$ cat config.mk
export PLATFORM = sky130hd
export DESIGN_NAME = writeback_queue
export DESIGN_NICKNAME = d
export VERILOG_FILES = /design/src/rtl/writeback_queue_pkg.sv /design/src/rtl/wbq_bypass_lookup.sv /design/src/rtl/writeback_queue.sv
export SDC_FILE = /design/constraint.sdc
export NUM_CORES = 1
export LEC_CHECK = 0
export ABC_AREA = 1
export CAP_MARGIN = 20
export CORE_ASPECT_RATIO = 1.5
export CORE_MARGIN = 2
export CORE_UTILIZATION = 45
export CTS_BUF_LIST = sky130_fd_sc_hd__clkbuf_4 sky130_fd_sc_hd__clkbuf_8 sky130_fd_sc_hd__clkbuf_16
export DETAILED_ROUTE_END_ITERATION = 16
export GPL_ROUTABILITY_DRIVEN = 0
export PLACE_DENSITY = 0.78
export SYNTH_ARGS = -nofsm -noshare
export SYNTH_HDL_FRONTEND = slang
export SYNTH_SLANG_ARGS = --single-unit
$ cat constraint.sdc
create_clock -name Clk -period 3.5 [get_ports Clk]
set_input_delay 0.35 -clock Clk [delete_from_list [all_inputs] [get_ports Clk]]
set_output_delay 0.35 -clock Clk [all_outputs]
set_load 0.1 [all_outputs]
$ cat src/rtl/writeback_queue_pkg.sv
// Shared register-file constants for writeback_queue and its bypass lookup.
// Mirrors the regfile's address/data widths and the hardwired zero register.
package writeback_queue_pkg;

    localparam int REG_ADDR_W = 5;
    localparam int REG_DATA_W = 32;

    localparam logic [REG_ADDR_W-1:0] REG_ZERO = 5'd0;

endpackage

$ cat src/rtl/wbq_bypass_lookup.sv
// Newest-match forwarding search over the pending-write entries.
// One instance per regfile read port; used only when WBQ_BYPASS_EN is defined.
module wbq_bypass_lookup
    import writeback_queue_pkg::*;
#(
    parameter int DEPTH = 4,
    parameter int AW    = REG_ADDR_W,
    parameter int DW    = REG_DATA_W,
    parameter int PW    = (DEPTH > 1) ? $clog2(DEPTH) : 1
) (
    input  logic [DEPTH-1:0][AW-1:0] ent_addr,
    input  logic [DEPTH-1:0][DW-1:0] ent_data,
    input  logic [DEPTH-1:0]         ent_valid,
    input  logic [PW-1:0]            tail,
    input  logic [AW-1:0]            raddr,
    input  logic [DW-1:0]            fallback,
    output logic [DW-1:0]            rdata
);

    logic [PW-1:0] idx;

    // Walk oldest slot (at tail) to newest (tail-1); later hits override.
    always_comb begin
        rdata = fallback;
        idx   = tail;
        for (int i = 0; i < DEPTH; i++) begin
            idx = tail + PW'(i);
            if (ent_valid[idx] && (ent_addr[idx] == raddr)) begin
                rdata = ent_data[idx];
            end
        end
        if (raddr == AW'(REG_ZERO)) begin
            rdata = '0;
        end
    end

endmodule

$ cat src/rtl/writeback_queue.sv
// Ordered write-back FIFO feeding the single regfile write port.
// Define WBQ_BYPASS_EN to forward pending writes to the decode read ports.
module writeback_queue
    import writeback_queue_pkg::*;
#(
    parameter int DEPTH = 4,
    parameter int AW    = REG_ADDR_W,
    parameter int DW    = REG_DATA_W
) (
    input  logic                       Clk,
    input  logic                       Reset_n,
    input  logic                       ResultValid,
    output logic                       ResultReady,
    input  logic [AW-1:0]              ResultReg,
    input  logic [DW-1:0]              ResultData,
    input  logic                       WriteHold,
    output logic [AW-1:0]              WriteRegister,
    output logic [DW-1:0]              WriteData,
    output logic                       RegWrite,
    input  logic [AW-1:0]              ReadRegister1,
    input  logic [AW-1:0]              ReadRegister2,
    input  logic [DW-1:0]              RegfileData1,
    input  logic [DW-1:0]              RegfileData2,
    output logic [DW-1:0]              BypassData1,
    output logic [DW-1:0]              BypassData2,
    output logic [$clog2(DEPTH+1)-1:0] Count
);

    localparam int PW = (DEPTH > 1) ? $clog2(DEPTH) : 1;
    localparam int CW = $clog2(DEPTH + 1);

    logic [DEPTH-1:0][AW-1:0] ent_addr;
    logic [DEPTH-1:0][DW-1:0] ent_data;
    logic [PW-1:0]            head;
    logic [PW-1:0]            tail;
    logic [CW-1:0]            count;
    logic                     push;
    logic                     pop;
    logic                     nonempty;

    assign nonempty    = (count != '0);
    assign ResultReady = (count != CW'(DEPTH));
    // Writes to the zero register complete the handshake but are dropped.
    assign push        = ResultValid && ResultReady
                         && (ResultReg != AW'(REG_ZERO));
    assign pop         = nonempty && !WriteHold;

    assign RegWrite      = pop;
    assign WriteRegister = nonempty ? ent_addr[head] : '0;
    assign WriteData     = nonempty ? ent_data[head] : '0;
    assign Count         = count;

    always_ff @(posedge Clk or negedge Reset_n) begin
        if (!Reset_n) begin
            head  <= '0;
            tail  <= '0;
            count <= '0;
        end else begin
            if (push) begin
                tail <= tail + PW'(1);
            end
            if (pop) begin
                head <= head + PW'(1);
            end
            unique case ({push, pop})
                2'b10:   count <= count + CW'(1);
                2'b01:   count <= count - CW'(1);
                default: count <= count;
            endcase
        end
    end

    always_ff @(posedge Clk) begin
        if (push) begin
            ent_addr[tail] <= ResultReg;
            ent_data[tail] <= ResultData;
        end
    end

`ifdef WBQ_BYPASS_EN
    logic [DEPTH-1:0] ent_valid;
    logic [DEPTH-1:0] valid_nxt;

    always_comb begin
        valid_nxt = ent_valid;
        if (pop) begin
            valid_nxt[head] = 1'b0;
        end
        if (push) begin
            valid_nxt[tail] = 1'b1;
        end
    end

    always_ff @(posedge Clk or negedge Reset_n) begin
        if (!Reset_n) begin
            ent_valid <= '0;
        end else begin
            ent_valid <= valid_nxt;
        end
    end

    wbq_bypass_lookup #(
        .DEPTH (DEPTH),
        .AW    (AW),
        .DW    (DW),
        .PW    (PW)
    ) u_byp1 (
        .ent_addr  (ent_addr),
        .ent_data  (ent_data),
        .ent_valid (ent_valid),
        .tail      (tail),
        .raddr     (ReadRegister1),
        .fallback  (RegfileData1),
        .rdata     (BypassData1)
    );

    wbq_bypass_lookup #(
        .DEPTH (DEPTH),
        .AW    (AW),
        .DW    (DW),
        .PW    (PW)
    ) u_byp2 (
        .ent_addr  (ent_addr),
        .ent_data  (ent_data),
        .ent_valid (ent_valid),
        .tail      (tail),
        .raddr     (ReadRegister2),
        .fallback  (RegfileData2),
        .rdata     (BypassData2)
    );
`else
    assign BypassData1 = (ReadRegister1 == AW'(REG_ZERO)) ? '0 : RegfileData1;
    assign BypassData2 = (ReadRegister2 == AW'(REG_ZERO)) ? '0 : RegfileData2;
`endif

endmodule

==> flow_metrics.env <==
export IMPL_clk_latency_ns=0.41
export IMPL_fmax_ghz=0.357
export IMPL_die_w_um=104
export IMPL_critPathKind="reg2out"
export IMPL_dieArea_um2=16100
export IMPL_nets=1007
export IMPL_htreeDepth=4
export IMPL_die_height_um=154
export IMPL_final_area_um2=9550
export IMPL_dr_pass1_iters=8
export IMPL_rrSetupSlack_ns=1.20
export IMPL_antenna_diode_count=0
export IMPL_drc=0
export IMPL_clock_skew_ns=0.00624
export IMPL_start_util_pct=45.5
export IMPL_grt_use_total_pct=21.8
export IMPL_postRouteAntennaNets=0
export IMPL_num_vias=5340
export IMPL_drive_gt1_share_pct=16.4
export IMPL_setup_viol_count_final=0
export IMPL_cap_violations=0
export IMPL_crit_fanout=41
export IMPL_wl_per_cell_um=16.0
export IMPL_hold_viol=0
export IMPL_worst_setup_path_end_kind="primary output"
export IMPL_clockBufferDepth=2
export IMPL_yosys_cell_types_count=20
export IMPL_ctsResizeCount=0
export IMPL_root_buffer="clkbuf_16"
export IMPL_tns_ns=0
export IMPL_drt_iter0_drc=380
export IMPL_grt_pass1_wl_um=26500
export IMPL_syn_nets=792
export IMPL_path_clk_slew_ns=0.06
export IMPL_postSynthCellCount=671
export IMPL_relSlewSlack_pct=33.5
export IMPL_async_flop_share_pct=4.52
export IMPL_synth_area_um2=6790
export IMPL_io_buffers=220
export IMPL_cts_tree="built"
export IMPL_rows=55
export IMPL_avgSynthCellArea_um2=10.1
export IMPL_cp_required_ns=3.15
export IMPL_grt_ovfl_total=0
export IMPL_yosysSeqAreaShare_pct=68.0
export IMPL_r2r_end="Count[2]"
export IMPL_synth_seq_cells=155
export IMPL_r2r_cells=9
export IMPL_slew_violations=0
export IMPL_outcome="finished clean"
export IMPL_postCtsSetupBuffers=0
export IMPL_synth_area_top_cells="edfxtp_1 65%, nand2_1 12%, nor2_1 4.6%, inv_1 4.4%, a21oi_1 2.8%"
export IMPL_grt_setup_unrepaired="false"
export IMPL_synth_edf_count=148
export IMPL_cts_buffers=17
export IMPL_yosys_area_top_type="edfxtp_1"
export IMPL_synth_main_ff_cell="edfxtp_1"
export IMPL_antenna_found_initial=0
export IMPL_dp_hpwl_um=12100
export IMPL_arrival_ns=2.45
export IMPL_max_slew_worst_pin_slew_ns=0.995
export IMPL_coreArea_um2=14900
export IMPL_post_route_period_util_pct=80.0
export IMPL_r2r_start="Count[0]"
export IMPL_area_delta_synth_final_pct=40.6
export IMPL_routed_wl_um=17500
export IMPL_ios=221
export IMPL_yosys_warnings=0
export IMPL_cp_start_kind="flip-flop"
export IMPL_grt_max_degree=76
export IMPL_clock_sinks=155
export IMPL_grt_pass1_vias=5058
export IMPL_synth_top_cell_area_share_pct=65.5
export IMPL_ctsHoldBuffers=0
export IMPL_min_path_type="in2async"
export IMPL_period_minus_slack_ns=2.80
export IMPL_vias_per_cell=4.86
export IMPL_dpl_instance_area_um2=8960
cells in the mapped netlist, types with 3 or more instances:
cell      number
a21oi_1       38
buf_2         15
buf_4          6
clkbuf_1      11
dfrtp_1        7
edfxtp_1     148
ha_1           5
inv_1         79
nand2_1      226
nand3_1        3
nor2_1        83
o21ai_0       31
o21ai_1        8
layer usage:
layer | vias up | wire [um] | GRT usage (%) | share of wire [%]
li1 | 2581 | - | - | -
met1 | 2448 | 6180 | 24.2 | 35
met2 | 278 | 9130 | 39.2 | 52
met3 | 33 | 1650 | 5.86 | 9.4
met4 | 0 | 565 | 9.52 | 3.2
met5 | - | 0 | 0 | 0
worst max-delay path by stage:
stage          slack (ns)       endpoint  cells past startpoint    startpoint
2_1_floorplan       -0.05    ent_addr[0]                      4      Count[0]
6_report             0.70  WriteData[27]                      7       head[0]
3_5_place_dp         0.87       Count[2]                     10  ResultReg[0]
4_1_cts              0.66  WriteData[27]                      7       head[0]
3_3_place_gp         0.89       Count[2]                     10  ResultReg[3]
5_1_grt              0.51  WriteData[27]                      7       head[0]
state kept, by name, summed over array words and instances, names as in the netlist:
register and cells:
ent_data 128, tail 2, head 2, ent_addr 20, Count 3
placed cells by master, fill, tap and decap left out:
cell type,count
dfrtp_1,6
fa_1,1
o21ai_1,8
nand2_1,226
edfxtp_1,148
nor2_1,79
clkinv_2,3
clkdlybuf4s50_1,118
xor2_1,2
nor2_4,4
ha_1,5
nor3_1,2
inv_2,3
inv_6,1
nand3b_1,2
xnor2_1,1
dfrtp_2,1
buf_12,4
o21ai_0,31
clkinv_1,4
clkbuf_16,17
clkbuf_4,1
clkinvlp_4,2
inv_1,78
a21oi_1,38
buf_4,107
clkinv_4,1
nand3_1,3
bufinv_16,3
metrics by stage:
step                      hold slack, ns  util [%]  setup WS, ns  cells
after detailed placement           0.509      60.0         0.867   1066
after global routing               0.217      63.9         0.509   1098
after floorplan                   0.0544         -       -0.0520    671
final                              0.211      63.9         0.702   1098
after global placement             0.499      60.0         0.890   1066
after CTS                          0.205      63.9         0.659   1098
logic make-up after synthesis:
logic type | count (synthesis) | synth area share (%)
flops | 155 | 68.0
xor+xnor | 3 | 0.387
compound gates | 77 | 5.68
fa+ha+maj | 6 | 1.22
simple gates | 316 | 17.7
buf+inv | 114 | 7.02
critical path: stages, from the launching register on:
cell     delay, ns
dfrtp_2       0.40
inv_2         0.50
buf_4         0.38
nand2_1       0.09
nand2_1       0.06
nand2_1       0.05
a21oi_1       0.21
buf_4         0.33
cell type report:
| type | instances | area [um2] |
|---|---|---|
| inverters | 81 | 304 |
| multi-input cells | 402 | 1720 |
| well taps | 199 | 249 |
| repair buffers | 229 | 2060 |
| clock buffers | 18 | 433 |
| flip-flops and latches | 155 | 4620 |
| fillers | 1121 | 5390 |
| clock inverters | 14 | 153 |
Power is not shown: default switching activity piles up to over one toggle a cycle in this logic, so the estimate is an artifact.
